`src/rtl/truth_table_sweeper.sv`:
```
// truth_table_sweeper: walks a 4-input combinational block through all 16 input
// vectors. Each vector is held for SETTLE_CYCLES and then observed for
// SAMPLE_CYCLES, and the response is recorded into a 16-bit truth table.
//
// Ports
//   clk          clock; all state changes on the rising edge
//   rst          synchronous active-high reset
//   start        request a full 16-vector sweep (honoured only in IDLE)
//   abort        cancel a sweep that is settling or sampling
//   a,b,c,d      drive the logic under test: {a,b,c,d} = idx while busy, else 0
//   sense        response of the logic under test
//   busy         high while settling or sampling
//   done         one-cycle pulse when a sweep completes
//   aborted      one-cycle pulse when a sweep is cancelled
//   truth_table  bit i = response to vector i (the obvious name, table, is a
//                reserved word)
//   unstable     bit i = sense moved while vector i was being sampled
module truth_table_sweeper #(
  parameter int SETTLE_CYCLES = 8,
  parameter int SAMPLE_CYCLES = 4
) (
  input  logic        clk,
  input  logic        rst,
  input  logic        start,
  input  logic        abort,
  output logic        a,
  output logic        b,
  output logic        c,
  output logic        d,
  input  logic        sense,
  output logic        busy,
  output logic        done,
  output logic        aborted,
  output logic [15:0] truth_table,
  output logic [15:0] unstable
);

  localparam int unsigned MAX_CYC = (SETTLE_CYCLES > SAMPLE_CYCLES) ?
                                    SETTLE_CYCLES : SAMPLE_CYCLES;
  localparam int unsigned CW = $clog2(MAX_CYC + 1);
  localparam logic [CW-1:0] SETTLE_LAST = CW'(SETTLE_CYCLES - 1);
  localparam logic [CW-1:0] SAMPLE_LAST = CW'(SAMPLE_CYCLES - 1);

  typedef enum logic [1:0] {IDLE, SETTLE, SAMPLE, DONE} state_t;

  state_t          state_q, state_d;
  logic [3:0]      idx_q, idx_d;
  logic [CW-1:0]   cnt_q, cnt_d;
  logic [15:0]     table_d, unstable_d;
  logic            aborted_d;
  logic            busy_d;
  logic            done_d;
  logic [3:0]      drive_d;

  // State, counters and all outputs are registered together.
  always_ff @(posedge clk) begin
    if (rst) begin
      state_q     <= IDLE;
      idx_q       <= 4'd0;
      cnt_q       <= '0;
      truth_table <= 16'd0;
      unstable    <= 16'd0;
      busy        <= 1'b0;
      done        <= 1'b0;
      aborted     <= 1'b0;
      {a, b, c, d} <= 4'd0;
    end else begin
      state_q     <= state_d;
      idx_q       <= idx_d;
      cnt_q       <= cnt_d;
      truth_table <= table_d;
      unstable    <= unstable_d;
      busy        <= busy_d;
      done        <= done_d;
      aborted     <= aborted_d;
      {a, b, c, d} <= drive_d;
    end
  end

  // Next state, sweep bookkeeping and next output values.
  always_comb begin
    state_d    = state_q;
    idx_d      = idx_q;
    cnt_d      = cnt_q;
    table_d    = truth_table;
    unstable_d = unstable;
    aborted_d  = 1'b0;

    unique case (state_q)
      IDLE: begin
        if (start && !abort) begin
          table_d    = 16'd0;
          unstable_d = 16'd0;
          idx_d      = 4'd0;
          cnt_d      = '0;
          state_d    = SETTLE;
        end
      end

      SETTLE: begin
        if (abort) begin
          cnt_d     = '0;
          aborted_d = 1'b1;
          state_d   = IDLE;
        end else if (cnt_q == SETTLE_LAST) begin
          cnt_d   = '0;
          state_d = SAMPLE;
        end else begin
          cnt_d = cnt_q + CW'(1);
        end
      end

      SAMPLE: begin
        if (abort) begin
          cnt_d     = '0;
          aborted_d = 1'b1;
          state_d   = IDLE;
        end else begin
          // First sample defines the table bit; later samples only flag drift.
          if (cnt_q == '0) begin
            table_d[idx_q] = sense;
          end else if (sense != truth_table[idx_q]) begin
            unstable_d[idx_q] = 1'b1;
          end
          if (cnt_q == SAMPLE_LAST) begin
            cnt_d = '0;
            if (idx_q == 4'd15) begin
              state_d = DONE;
            end else begin
              idx_d   = idx_q + 4'd1;
              state_d = SETTLE;
            end
          end else begin
            cnt_d = cnt_q + CW'(1);
          end
        end
      end

      DONE: begin
        state_d = IDLE;
      end

      default: begin
        state_d = IDLE;
      end
    endcase

    // Outputs are registered, so they are derived from the next state.
    busy_d  = (state_d == SETTLE) || (state_d == SAMPLE);
    done_d  = (state_d == DONE);
    drive_d = busy_d ? idx_d : 4'd0;
  end

endmodule

```
`config.mk`:
```
export PLATFORM = sky130hd
export DESIGN_NAME = truth_table_sweeper
export DESIGN_NICKNAME = d
export VERILOG_FILES = /design/src/rtl/truth_table_sweeper.sv
export SDC_FILE = /design/constraint.sdc
export NUM_CORES = 1
export LEC_CHECK = 0
export ABC_CLOCK_PERIOD_IN_PS = 2400
export CORE_UTILIZATION = 52
export DETAILED_ROUTE_END_ITERATION = 16
export HOLD_SLACK_MARGIN = 0.12
export PLACE_DENSITY_LB_ADDON = 0.08
export SLEW_MARGIN = 20
export SYNTH_ARGS = -nofsm -noshare
export SYNTH_HDL_FRONTEND = slang
export SYNTH_SLANG_ARGS = --single-unit
export TNS_END_PERCENT = 30
```
`constraint.sdc`:
```
create_clock -name clk -period 2.4 [get_ports clk]
set_input_delay 0.36 -clock clk [delete_from_list [all_inputs] [get_ports clk]]
set_output_delay 0.36 -clock clk [all_outputs]
set_load 0.01 [all_outputs]
```
==> run_results.csv <==
group,metric,value,unit
status,outcome,"completed",
floorplanning,die_w,69.3,um
yosys,post-synth-top-area-cell,"dfxtp_1",
timing,min_period,2200,ps
pwr,power_density,463,nW/um^2
yosys,yosys_warnings,0,
worst_hold_path,hold_end,"unstable[15]$_SDFFE_PP0P_",
global_route,grt_start_max_net_pins,17,
detailed_routing,drtPass1Iterations,4,
place,io_buffers,43,
place,gp_congestion,0.840,
layout,fillers,363,
layout,nets,316,
pwr,vdd.ir_drop.worst,0.000306,V
floorplanning,core_area,4350,um^2
yosys,synth_area,2350,um^2
critical_path,critPathTopFamily,"compound AO/OA/AOI/OAI gates",
worst_hold_path,hold_class,"reg -> reg",
critical_path,r2r_cells,9,
timing,fin_skew,9.07,ps
timing,max_freq,0.454,GHz
yosys,async_flop_share,0,%
timing,period_share,91.8,%
detailed_routing,drt_wl_total,5.08,mm
floorplanning,die_h,69.3,um
pwr,p_total,1.39,mW
cts,cts_tree,"yes",
cts,cts_buffers,5,
yosys,synth_most_common_cell,"dfxtp_1",
yosys,synth_edf_count,0,
layout,n_antenna_cell,0,
yosys,synth_nets,263,
global_route,first_global_vias,1740,
timing,setup-tns-final,0,ps
detailed_routing,drc,0,
detailed_routing,vias,1950,
run,maxCapViolCount,0,
critical_path,critPathLaunchType,"flop",
critical_path,r2r_start,"state_q[1]$_SDFF_PP0_",
yosys,avgSynthCellArea,9.53,um^2
floorplanning,row_count,24,
layout,drive_gt1_share,11.3,%
global_route,antenna_found_initial,0,
critical_path,r2r_end,"d$_SDFF_PP0_",
floorplanning,num_io_pins,44,
detailed_routing,detail-route-antenna-nets,0,
timing,finalMaxSlewViolations,0,
critical_path,path_max_fanout,7,
place,place_area,2910,um^2
yosys,synthFlopType,"dfxtp_1",
worst_hold_path,hold_path_startpoint,"unstable[15]$_SDFFE_PP0P_",
layout,multiInputGateArea,1290,um^2
global_route,grt.total_usage,21.3,%
cts,cts_setup_buffers,0,
critical_path,worstPathRequired,2590,ps
cts,cts_sinks,49,
layout,fin_area,3000,um^2
critical_path,worstSetupEndpointType,"flop",
pwr,p_leak,1.20,nW
critical_path,critical_path_buf_inv_count,1,
critical_path,path_cells,"inv_1 -> ha_1 -> nand2_1 -> o2bb2a_1 -> a311oi_1 -> a31o_2 -> ha_1 -> nor2b_1 -> and2_1",
cts,cts_hold_buf,0,
cts,cts_max_level,2,
detailed_routing,viasPerCell,5.52,
cts,clkTransAtPathRegs,90,ps
cts,clock_path_buffers,2,
detailed_routing,wire_per_inst,14.4,um
floorplanning,die-area,4800,um^2
detailed_routing,drtIter0Drc,129,
timing,finalHoldViolCount,0,
yosys,postSynthCellCount,247,
yosys,synth_seq_area_share,41.7,%
timing,rsz0062_at_grt,"false",
yosys,ys_types,45,
critical_path,worst-setup-path-type,"reg -> reg",
global_route,grt_overflow_total,0,
yosys,ys_ff_latch,49,
layout,regArea,981,um^2
yosys,synth_area_leaders,"dfxtp_1, mux2i_1, ha_1, a22o_1, nand2_1",
layout,syn_to_final_growth,27.4,%
critical_path,rrSetupSlack,200,ps
critical_path,cp_common_cell,"ha_1",
yosys,synth_top_area_share,41.7,%
critical_path,cp_slowest_cell,"dfxtp_1",
critical_path,slowest_delay,370,ps
place,dp_hpwl,3.69,mm
timing,worstMarginPinSlew,499,ps
critical_path,worstPathArrival,2390,ps
global_route,grt_pass1_wl,8.18,mm
timing,max_slew_margin,66.7,%
timing,setup_viol,0,
cts,insertion_delay,300,ps
yosys,synth_common_cells,"dfxtp_1, nand2_1, mux2i_1, a22o_1",
floorplanning,start_util,54.1,%
worst_hold_path,min_path_cells,2,
cts,clock-root-buffer,"clkbuf_8",
## cell families after synthesis
group	share of synthesized area, %
DFF	41.7
muxes	11.9
xor gates and xnor gates	1.86
and+or+nand+nor	21.6
AOI/OAI and AO/OA	13.2
buffers and inverters	3.99
adders and majority gates	5.85
## through the flow
step,hold slack [ps],std cells,util [%],worst slack (ps)
after global routing,494,353,68.9,7.46
final,476,353,68.9,198
after global placement,457,345,66.9,163
after CTS,477,353,68.8,163
after floorplan,445,247,-,347
after detailed placement,459,345,66.9,174
## cells in the final DEF, fill, tap and decap left out, types with 3 or more instances in the layout
master | synthesis | final
a21oi_1 | 9 | 9
a22o_1 | 15 | 15
and2_1 | 4 | 4
buf_4 | 0 | 16
clkbuf_8 | 0 | 5
clkdlybuf4s50_1 | 0 | 43
dfxtp_1 | 49 | 49
ha_1 | 11 | 9
inv_1 | 9 | 9
mux2i_1 | 17 | 17
nand2_1 | 28 | 28
nand2b_1 | 5 | 5
nand3_1 | 13 | 13
nand4_1 | 6 | 6
nor2_1 | 13 | 12
nor2b_1 | 13 | 13
nor4_1 | 3 | 3
o21ai_0 | 5 | 5
xnor2_1 | 3 | 3
## repair_timing
action / 4_1_cts / 5_1_grt
endpoints found under the setup margin: 0 / 3
endpoints found under the hold margin: 0 / 0
resized for setup: 0 / 2
## final cells by class
class / count / area share (%)
clock buffers: 6 / 2.42
clock inverters: 2 / 0.334
inverters: 9 / 1.13
multi-input cells: 176 / 42.9
flip-flops and latches: 49 / 32.7
well taps: 52 / 2.17
repair buffers: 59 / 18.4
## registers in the layout, indices dropped and copies added, names as in the netlist, 2 cells and up
signal,flops
truth_table,16
state_q,2
cnt_q,4
unstable,16
idx_q,4
## metal layers
| metal | track usage, % | wire [um] |
|---|---|---|
| met1 | 30.2 | 2580 |
| met2 | 31.9 | 2230 |
| met4 | 7.48 | 59 |
| met3 | 4.51 | 210 |
| met5 | 0 | 0 |
## how the worst max path moves through the flow
| stage | from | slack [ps] | to | cells after the start |
|---|---|---|---|---|
| detailed placement | abort | 170 | truth_table[13]$_SDFFE_PP0P_ | 7 |
| global route | state_q[1]$_SDFF_PP0_ | 7 | d$_SDFF_PP0_ | 9 |
| global placement | abort | 160 | b$_SDFF_PP0_ | 6 |
| finish | state_q[1]$_SDFF_PP0_ | 200 | d$_SDFF_PP0_ | 9 |
| CTS | state_q[0]$_SDFF_PP0_ | 160 | d$_SDFF_PP0_ | 9 |
| floorplan | state_q[0]$_SDFF_PP0_ | 350 | d$_SDFF_PP0_ | 9 |
## worst reg2reg max path, cell delays in order, from the launching register on
cell and delay (ps):
dfxtp_1 370, inv_1 100, ha_1 260, nand2_1 80, o2bb2a_1 280, a311oi_1 290, a31o_2 160, ha_1 230
nor2b_1 150, and2_1 180
## power by group
group          internal, mW  switching, mW  total (mW)
combinational        0.0438         0.0629       0.107
clock                 0.202          0.260       0.462
sequential            0.817        0.00295       0.820
(Power assumes the default switching activity.)
